File: src/rtl/rst_seq_ctrl.sv
// Reset sequencer for the SoC wrapper: qualifies PLL lock and the board button,
// then releases peripheral reset ahead of core reset, re-entering reset on fault events.
module rst_seq_ctrl #(
    parameter int LOCK_STABLE = 64,
    parameter int HOLD_CYC    = 256,
    parameter int STAGE_GAP   = 16,
    parameter int DBNC_CYC    = 50000,
    parameter int CNT_W       = 16,
    parameter int DBNC_W      = 17
) (
    input  logic       clk_i,
    input  logic       rst_i,
    input  logic       pll_locked_i,
    input  logic       btn_rst_n_i,
    input  logic       sw_rst_req_i,
    output logic       periph_rst_n_o,
    output logic       core_rst_n_o,
    output logic [2:0] state_o,
    output logic [1:0] rst_cause_o,
    output logic [7:0] lock_loss_cnt_o
);

    typedef enum logic [2:0] {
        ST_IDLE       = 3'd0,
        ST_WAIT_LOCK  = 3'd1,
        ST_HOLD       = 3'd2,
        ST_REL_PERIPH = 3'd3,
        ST_RUN        = 3'd4
    } state_e;

    localparam logic [1:0]        CAUSE_LOCK = 2'd1;
    localparam logic [1:0]        CAUSE_BTN  = 2'd2;
    localparam logic [1:0]        CAUSE_SW   = 2'd3;
    localparam logic [CNT_W-1:0]  CNT_ZERO   = {CNT_W{1'b0}};
    localparam logic [CNT_W-1:0]  CNT_ONE    = CNT_W'(1);
    localparam logic [CNT_W-1:0]  LOCK_LAST  = CNT_W'(LOCK_STABLE - 1);
    localparam logic [CNT_W-1:0]  HOLD_LAST  = CNT_W'(HOLD_CYC - 1);
    localparam logic [CNT_W-1:0]  GAP_LAST   = CNT_W'(STAGE_GAP - 1);
    localparam logic [DBNC_W-1:0] DBNC_ZERO  = {DBNC_W{1'b0}};
    localparam logic [DBNC_W-1:0] DBNC_ONE   = DBNC_W'(1);
    localparam logic [DBNC_W-1:0] DBNC_LAST  = DBNC_W'(DBNC_CYC - 1);

    logic              lock_meta_q, lock_sync_q;
    logic              btn_meta_q, btn_sync_q;
    logic              btn_lvl_s;
    logic              btn_pressed_q, btn_pressed_d;
    logic [DBNC_W-1:0] dbnc_cnt_q, dbnc_cnt_d;
    state_e            state_q, state_d;
    logic [CNT_W-1:0]  seq_cnt_q, seq_cnt_d;
    logic [1:0]        cause_q, cause_d;
    logic [7:0]        loss_cnt_q, loss_cnt_d;
    logic              periph_q, periph_d;
    logic              core_q, core_d;

    // Two-flop synchronisers for the asynchronous lock and button inputs
    always_ff @(posedge clk_i or posedge rst_i) begin
        if (rst_i) begin
            lock_meta_q <= 1'b0;
            lock_sync_q <= 1'b0;
            btn_meta_q  <= 1'b0;
            btn_sync_q  <= 1'b0;
        end else begin
            lock_meta_q <= pll_locked_i;
            lock_sync_q <= lock_meta_q;
            btn_meta_q  <= btn_rst_n_i;
            btn_sync_q  <= btn_meta_q;
        end
    end

    assign btn_lvl_s = ~btn_sync_q;

    // Button debounce: accept a level change only after DBNC_CYC disagreeing cycles in a row
    always_comb begin
        btn_pressed_d = btn_pressed_q;
        dbnc_cnt_d    = DBNC_ZERO;
        if (btn_lvl_s != btn_pressed_q) begin
            if (dbnc_cnt_q == DBNC_LAST) begin
                btn_pressed_d = ~btn_pressed_q;
                dbnc_cnt_d    = DBNC_ZERO;
            end else begin
                btn_pressed_d = btn_pressed_q;
                dbnc_cnt_d    = dbnc_cnt_q + DBNC_ONE;
            end
        end else begin
            btn_pressed_d = btn_pressed_q;
            dbnc_cnt_d    = DBNC_ZERO;
        end
    end

    // Sequencer next-state, counter, cause and lock-loss bookkeeping
    always_comb begin
        state_d    = state_q;
        seq_cnt_d  = CNT_ZERO;
        cause_d    = cause_q;
        loss_cnt_d = loss_cnt_q;
        case (state_q)
            ST_IDLE: begin
                state_d = ST_WAIT_LOCK;
            end
            ST_WAIT_LOCK: begin
                if (lock_sync_q == 1'b0) begin
                    seq_cnt_d = CNT_ZERO;
                end else if (seq_cnt_q == LOCK_LAST) begin
                    state_d = ST_HOLD;
                end else begin
                    seq_cnt_d = seq_cnt_q + CNT_ONE;
                end
            end
            ST_HOLD, ST_REL_PERIPH, ST_RUN: begin
                if (lock_sync_q == 1'b0) begin
                    state_d = ST_WAIT_LOCK;
                    cause_d = CAUSE_LOCK;
                    if (loss_cnt_q != 8'hFF) begin
                        loss_cnt_d = loss_cnt_q + 8'd1;
                    end else begin
                        loss_cnt_d = loss_cnt_q;
                    end
                end else if (state_q == ST_HOLD) begin
                    // Count stays parked on its terminal value while the button is held
                    if (seq_cnt_q != HOLD_LAST) begin
                        seq_cnt_d = seq_cnt_q + CNT_ONE;
                    end else if (btn_pressed_q) begin
                        seq_cnt_d = seq_cnt_q;
                    end else begin
                        state_d = ST_REL_PERIPH;
                    end
                end else if (state_q == ST_REL_PERIPH) begin
                    if (seq_cnt_q == GAP_LAST) begin
                        state_d = ST_RUN;
                    end else begin
                        seq_cnt_d = seq_cnt_q + CNT_ONE;
                    end
                end else if (btn_pressed_q) begin
                    state_d = ST_HOLD;
                    cause_d = CAUSE_BTN;
                end else if (sw_rst_req_i) begin
                    state_d = ST_HOLD;
                    cause_d = CAUSE_SW;
                end else begin
                    state_d = ST_RUN;
                end
            end
            default: begin
                state_d = ST_IDLE;
            end
        endcase
        periph_d = (state_d == ST_REL_PERIPH) || (state_d == ST_RUN);
        core_d   = (state_d == ST_RUN);
    end

    // State, counters and reset outputs; outputs decoded from next state to stay aligned
    always_ff @(posedge clk_i or posedge rst_i) begin
        if (rst_i) begin
            btn_pressed_q <= 1'b0;
            dbnc_cnt_q    <= DBNC_ZERO;
            state_q       <= ST_IDLE;
            seq_cnt_q     <= CNT_ZERO;
            cause_q       <= 2'd0;
            loss_cnt_q    <= 8'd0;
            periph_q      <= 1'b0;
            core_q        <= 1'b0;
        end else begin
            btn_pressed_q <= btn_pressed_d;
            dbnc_cnt_q    <= dbnc_cnt_d;
            state_q       <= state_d;
            seq_cnt_q     <= seq_cnt_d;
            cause_q       <= cause_d;
            loss_cnt_q    <= loss_cnt_d;
            periph_q      <= periph_d;
            core_q        <= core_d;
        end
    end

    assign periph_rst_n_o  = periph_q;
    assign core_rst_n_o    = core_q;
    assign state_o         = state_q;
    assign rst_cause_o     = cause_q;
    assign lock_loss_cnt_o = loss_cnt_q;

endmodule

File: config.mk
export PLATFORM = sky130hd
export DESIGN_NAME = rst_seq_ctrl
export DESIGN_NICKNAME = d
export VERILOG_FILES = /design/src/rtl/rst_seq_ctrl.sv
export SDC_FILE = /design/constraint.sdc
export NUM_CORES = 1
export LEC_CHECK = 0
export ABC_AREA = 1
export BUFFER_PORTS_ARGS = -buffer_cell sky130_fd_sc_hd__buf_2
export CORE_MARGIN = 2
export CORE_UTILIZATION = 60
export CTS_CLUSTER_SIZE = 16
export DETAILED_ROUTE_END_ITERATION = 7
export PLACE_DENSITY = 0.88
export SETUP_SLACK_MARGIN = 0.4
export SYNTH_ARGS = -nofsm -noshare
export SYNTH_HDL_FRONTEND = slang
export SYNTH_SLANG_ARGS = --single-unit
File: constraint.sdc
create_clock -name clk_i -period 1.9 [get_ports clk_i]
set_input_delay 0.38 -clock clk_i [delete_from_list [all_inputs] [get_ports clk_i]]
set_output_delay 0.38 -clock clk_i [all_outputs]
set_load 0.05 [all_outputs]
### After elaboration in Yosys (flattened, before gate mapping)

Index checks and enable logic that the tools add are counted.

| operators by class | value |
|---|---|
| reductions and logical operators | 6 |
| add/subtract/negate cells | 3 |
| equality and inequality tests | 16 |
| multiplexer cells | 27 |
| bitwise operators | 3 |

Operators by type and width:

| kind | number |
|---|---|
| $mux W16 | 8 |
| $mux W17 | 2 |
| $pmux W16 S2 | 1 |
| $mux W3 | 10 |
| $add A17 B1 Y17 const B | 1 |
| $eq A17 B16 Y1 const B | 1 |
| $add A16 B1 Y16 const B | 1 |
| $eq A16 B4 Y1 const B | 1 |
| $eq A16 B6 Y1 const B | 1 |
| $ne A16 B8 Y1 const B | 1 |
| $mux W2 | 5 |
| $eq A3 B2 Y1 const B | 3 |
| $pmux W3 S3 | 1 |
| $add A8 B1 Y8 const B | 1 |
| $ne A8 B8 Y1 const B | 1 |
| $eq A3 B3 Y1 const B | 2 |
| $ne A5 B5 Y1 const B | 1 |
| $ne A2 B2 Y1 const B | 2 |
| $reduce_and A4 Y1 | 1 |
| $eq A3 B1 Y1 const B | 1 |
| $logic_not A3 Y1 | 1 |
| $ne A3 B2 Y1 const B | 1 |
| $not A1 Y1 | 3 |
| $reduce_and A3 Y1 | 1 |
| 4 further kinds | 4 |

| storage, ports and cells | value |
|---|---|
| output and inout bits | 15 |
| register bits | 53 |
| word-level logic and storage cells | 67 |
| input bits | 5 |

### Depth between registers and ports, before layout

| depth | value |
|---|---|
| depth in word-level cells | 8 |
| depth in mapped cells | 12 |
| gate-level depth less buffers | 12 |

### Worst setup path after synthesis

OpenSTA, ideal clock, no wires.

| timing path | value |
|---|---|
| path type | reg-to-reg |
| start point | register loss_cnt_q[1] (netlist: lock_loss_cnt_o[1]) |
| end point | register loss_cnt_q[5] (netlist: lock_loss_cnt_o[5]) |
| setup time | 128 ps |
| arrival time | 1661 ps |
| path buffers | 0 |
| data required time | 1772 ps |
| clock period less this slack | 1789 ps |
| slack | 111 ps |
| stages on the path, launching flop included | 5 |
| cell sequence | dfrtp_1 > ha_1 > nand3_1 > o21ai_4 > mux2_1 |

| on the way | value |
|---|---|
| cells in the longest elaborated chain, start to end | 2 |
| elaborated cells on any way between the ends | 3 |
| classes of those cells | add/sub (1); eq/ne (1); reduce/logical (1) |

Ends and longest elaborated chain:

| item | line | RTL |
|---|---|---|
| from (decl) | 51 | `logic [7:0] loss_cnt_q, loss_cnt_d;` |
| from (signal assigned) | 168 | `loss_cnt_q <= loss_cnt_d;` |
| branches (longest 2 deep; another with $add A8 B1 Y8) | n/a |  |

Parallel ways; which one is timed is not known.
A chain may end at the register's enable or synchronous reset.

### Final worst setup path

| timing path | value |
|---|---|
| start point | register seq_cnt_q[10] |
| end point | register periph_q (netlist: periph_rst_n_o) |

| on the way | value |
|---|---|
| cells in the longest elaborated chain, start to end | 8 |
| elaborated cells on any way between the ends | 14 |
| classes of those cells | eq/ne (5); mux (8); reduce/logical (1) |

Ends and longest elaborated chain:

| item | line | RTL |
|---|---|---|
| from (decl) | 49 | `logic [CNT_W-1:0] seq_cnt_q, seq_cnt_d;` |
| from (signal assigned) | 166 | `seq_cnt_q <= seq_cnt_d;` |
| $eq A16 B4 Y1 | 128 | `if (seq_cnt_q == GAP_LAST) begin` |
| $mux W3 | 128 |  |
| $mux W3 | 127 | `end else if (state_q == ST_REL_PERIPH) begin` |
| $mux W3 | 118 | `end else if (state_q == ST_HOLD) begin` |
| $mux W3 | 110 | `if (lock_sync_q == 1'b0) begin` |
| $pmux W3 S3 * | 96 | `case (state_q)` |
| via state_d[0] | 48 | `state_e state_q, state_d;` |
| $eq A3 B2 Y1 / $eq A3 B3 Y1 (equally long branches) | 147 | `periph_d = (state_d == ST_REL_PERIPH) \|\| (state_d == ST_RUN);` |
| $logic_or A1 B1 Y1 * | 147 |  |
| via periph_d | 52 | `logic periph_q, periph_d;` |
| to (signal assigned) | 169 | `periph_q <= periph_d;` |
| to (decl) | 52 |  |

Mark *: on every way through the listed nets, which the timed path passes. The rest lies on a longest branch.

==> results.json <==
{
  "synth-edff-count": 0,
  "synthFlopType": "dfrtp_1",
  "place.port_buffers": 19,
  "wl_per_cell_um": 15.3,
  "start_kind": "flip-flop",
  "cap_violations": 0,
  "critPathKind": "flip-flop to flip-flop",
  "crit_start": "seq_cnt_q[10]",
  "gr-total-overflow": 0,
  "min_period_over_period_pct": 83.4,
  "core_region_area_um2": 5110,
  "final_cell_mix": "nand2_1, inv_1, nor2_1, dfrtp_1, buf_4",
  "grt_usage_pct": 25.5,
  "finalNetCount": 479,
  "ys_types": 35,
  "synth-simple-area-share_pct": 35.9,
  "fmax_mhz": 631,
  "slew_viol_final": 0,
  "syn_area_per_cell_um2": 7.67,
  "cp_cell_sequence": "nor2_1, nand2_1, nor2_4, buf_4, nand4_1, nand3_1, nand2_1, nand2_1, nand2_1, nand2_1",
  "vdd_drop_max_uv": 462,
  "finClkSkew_ps": 9.80,
  "hold_violations": 0,
  "yosysSeqAreaShare_pct": 42.0,
  "cts_htree_levels": 2,
  "power_density_nw_per_um2": 488,
  "endpoint": "periph_rst_n_o",
  "drt_iter0_drc": 341,
  "die_area_um2": 5860,
  "hold_path.class": "input port to asynchronous set/reset pin",
  "diodes": 0,
  "cts_made_buffers": 5,
  "final_common_cell": "nand2_1",
  "tns_ps": 0,
  "die_h_um": 76.6,
  "fillers": 323,
  "synth_compound_area_share_pct": 6.46,
  "syn_nets": 420,
  "cts_tree": "yes",
  "grt_max_degree": 31,
  "async_flop_share_pct": 100,
  "drc_errors": 0,
  "crit-reg2reg-launch": "seq_cnt_q[10]",
  "viasPerCell": 5.73,
  "clock_latency_ps": 310,
  "cp_common_cell": "nand2_1",
  "r2r_cells": 10,
  "finalCoreUtilization_pct": 77.5,
  "synthMuxAreaShare_pct": 1.43,
  "io_pins": 20,
  "cp-end-kind": "flip-flop",
  "timing.slew.headroom_pct": 59.2,
  "synth_fa_ha_area_share_pct": 1.19,
  "crit_required_ps": 2160,
  "clock_tree.root_cell": "clkbuf_8",
  "drive_above_1_share_pct": 34.1,
  "syn2layout_area_growth_pct": 25.3,
  "p_leak_nw": 1.99,
  "ys_ff_latch": 53,
  "crit_fanout": 6,
  "rows": 26,
  "fin_crit_ps": 1580,
  "routabilityCongestion": 0.916,
  "synthCells": 412,
  "synth_top_family_by_area": "simple AND/OR/NAND/NOR gates",
  "clk_pin_slew_ps": 110,
  "r2r_setup_slack_ps": 320,
  "status": "complete, no violations",
  "dp.final_hpwl_mm": 4.91,
  "setup_viol": 0,
  "die_w_um": 76.6,
  "cts.sinks": 53,
  "final_antenna_net_count": 0,
  "rsz0062_at_grt": "true",
  "clockBufferDepth": 2,
  "cp.arrival_ps": 1850,
  "routed_wl_mm": 8.29,
  "grt_pass1_wl_mm": 12.1,
  "r2r_end": "periph_rst_n_o",
  "synth_xor_area_share_pct": 4.71,
  "grt_pass1_vias": 2692,
  "slowest_stage": "dfrtp_2",
  "antenna_found_initial": 0,
  "max_slew.worst_pin.slew_ps": 610,
  "syn_area_um2": 3160,
  "cts_hold_buf": 0,
  "dr.pass1.iters": 5,
  "dr_total_vias": 3108,
  "yosys_warnings": 0,
  "initial_utilization_pct": 61.8,
  "slowest_delay_ps": 460
}
## through the flow
step	cell area [um^2]	power [mW]	cells	hold WS [ps]	setup slack, ps
2_1_floorplan	3200	1.23	412	331	368
3_3_place_gp	3400	1.26	499	334	368
3_5_place_dp	3400	1.26	499	336	298
4_1_cts	3600	1.90	518	128	362
5_1_grt	3960	1.99	542	155	226
6_report	3960	1.93	542	118	316
## per-layer routing
layer | wire (um) | vias up | global-route usage [%]
met3 | 500 | 28 | 4.15
met5 | 0 | - | 0
met4 | 206 | 0 | 7.82
met1 | 3430 | 1488 | 33.4
li1 | - | 1450 | -
met2 | 4160 | 142 | 43.5
## timing repair
| item | CTS | global route |
|---|---|---|
| setup endpoints to repair | 19 | 37 |
| pin swaps | 10 | 24 |
| gates resized for setup | 9 | 51 |
| cloned | 0 | 0 |
| endpoints found under the hold margin | 0 | 0 |
| setup buffers | 11 | 24 |
## logic make-up (layout without fill, tap and decap cells)
family          after synthesis  count (layout)
compound gates               28              28
simple gates                238             238
mux                           4               4
buf+inv                      69             129
xor+xnor                     17              17
fa+ha+maj                     3               3
flops                        53              53
## worst min path at each step
stage | slack [ps] | startpoint | end
5_1_grt | 150 | pll_locked_i | lock_meta_q
2_1_floorplan | 330 | btn_meta_q | btn_sync_q
4_1_cts | 130 | rst_i | periph_rst_n_o
6_report | 120 | rst_i | state_o[0]
3_5_place_dp | 340 | btn_meta_q | btn_sync_q
3_3_place_gp | 330 | btn_meta_q | btn_sync_q
## flip-flops by register name (all words and copies together), names as in the netlist
register and flops:
btn_meta_q 1, btn_pressed_q 1, btn_sync_q 1, core_rst_n_o 1, dbnc_cnt_q 17, lock_loss_cnt_o 8
lock_meta_q 1, lock_sync_q 1, periph_rst_n_o 1, rst_cause_o 2, seq_cnt_q 16, state_o 3
## cells in the mapped netlist, types with 2 or more instances
| cell | count | area share (%) |
|---|---|---|
| nand2_1 | 100 | 12 |
| dfrtp_1 | 53 | 42 |
| inv_1 | 45 | 5.3 |
| nor2_1 | 44 | 5.2 |
| nand3_1 | 36 | 5.7 |
| nand4_1 | 23 | 4.6 |
| inv_2 | 14 | 1.7 |
| xor2_1 | 13 | 3.6 |
| nor2_2 | 9 | 1.8 |
| nand2_2 | 8 | 1.6 |
| o211ai_1 | 7 | 1.7 |
| nor3_1 | 6 | 0.95 |
| a21oi_1 | 5 | 0.79 |
| o2111ai_1 | 5 | 1.4 |
| buf_2 | 4 | 0.63 |
| mux2_1 | 4 | 1.4 |
| o21ai_0 | 4 | 0.63 |
| xnor2_1 | 4 | 1.1 |
| clkbuf_1 | 3 | 0.36 |
| ha_1 | 3 | 1.2 |
| nor2_4 | 3 | 1.1 |
| clkinv_1 | 2 | 0.24 |
| nor3_4 | 2 | 1.0 |
| nor3b_1 | 2 | 0.48 |
| o21ai_1 | 2 | 0.32 |
| o21bai_1 | 2 | 0.48 |
## critical path, delay by kind of cell, from the launching register on
family                 cells  cell delay (ps)
buffers and inverters      1              160
flip-flops                 1              460
AND/OR/NAND/NOR            9              910
## cell type report
type,instances,area (um^2),area share [%]
multi-input combinational,290,1760,44.5
sequential,53,1350,34.0
timing repair buffer,60,434,11.0
inverter,61,240,6.07
tap,70,87.6,2.21
clock buffer,5,68.8,1.74
clock inverter,3,17.5,0.443
## where the power goes
part	leakage, nW	internal (mW)	switching (mW)	total [mW]
combinational	1.26	0.0503	0.0715	0.122
sequential	0.685	1.14	0.0191	1.16
clock	0.0439	0.256	0.392	0.648
Power figures use the tool's default switching activity.
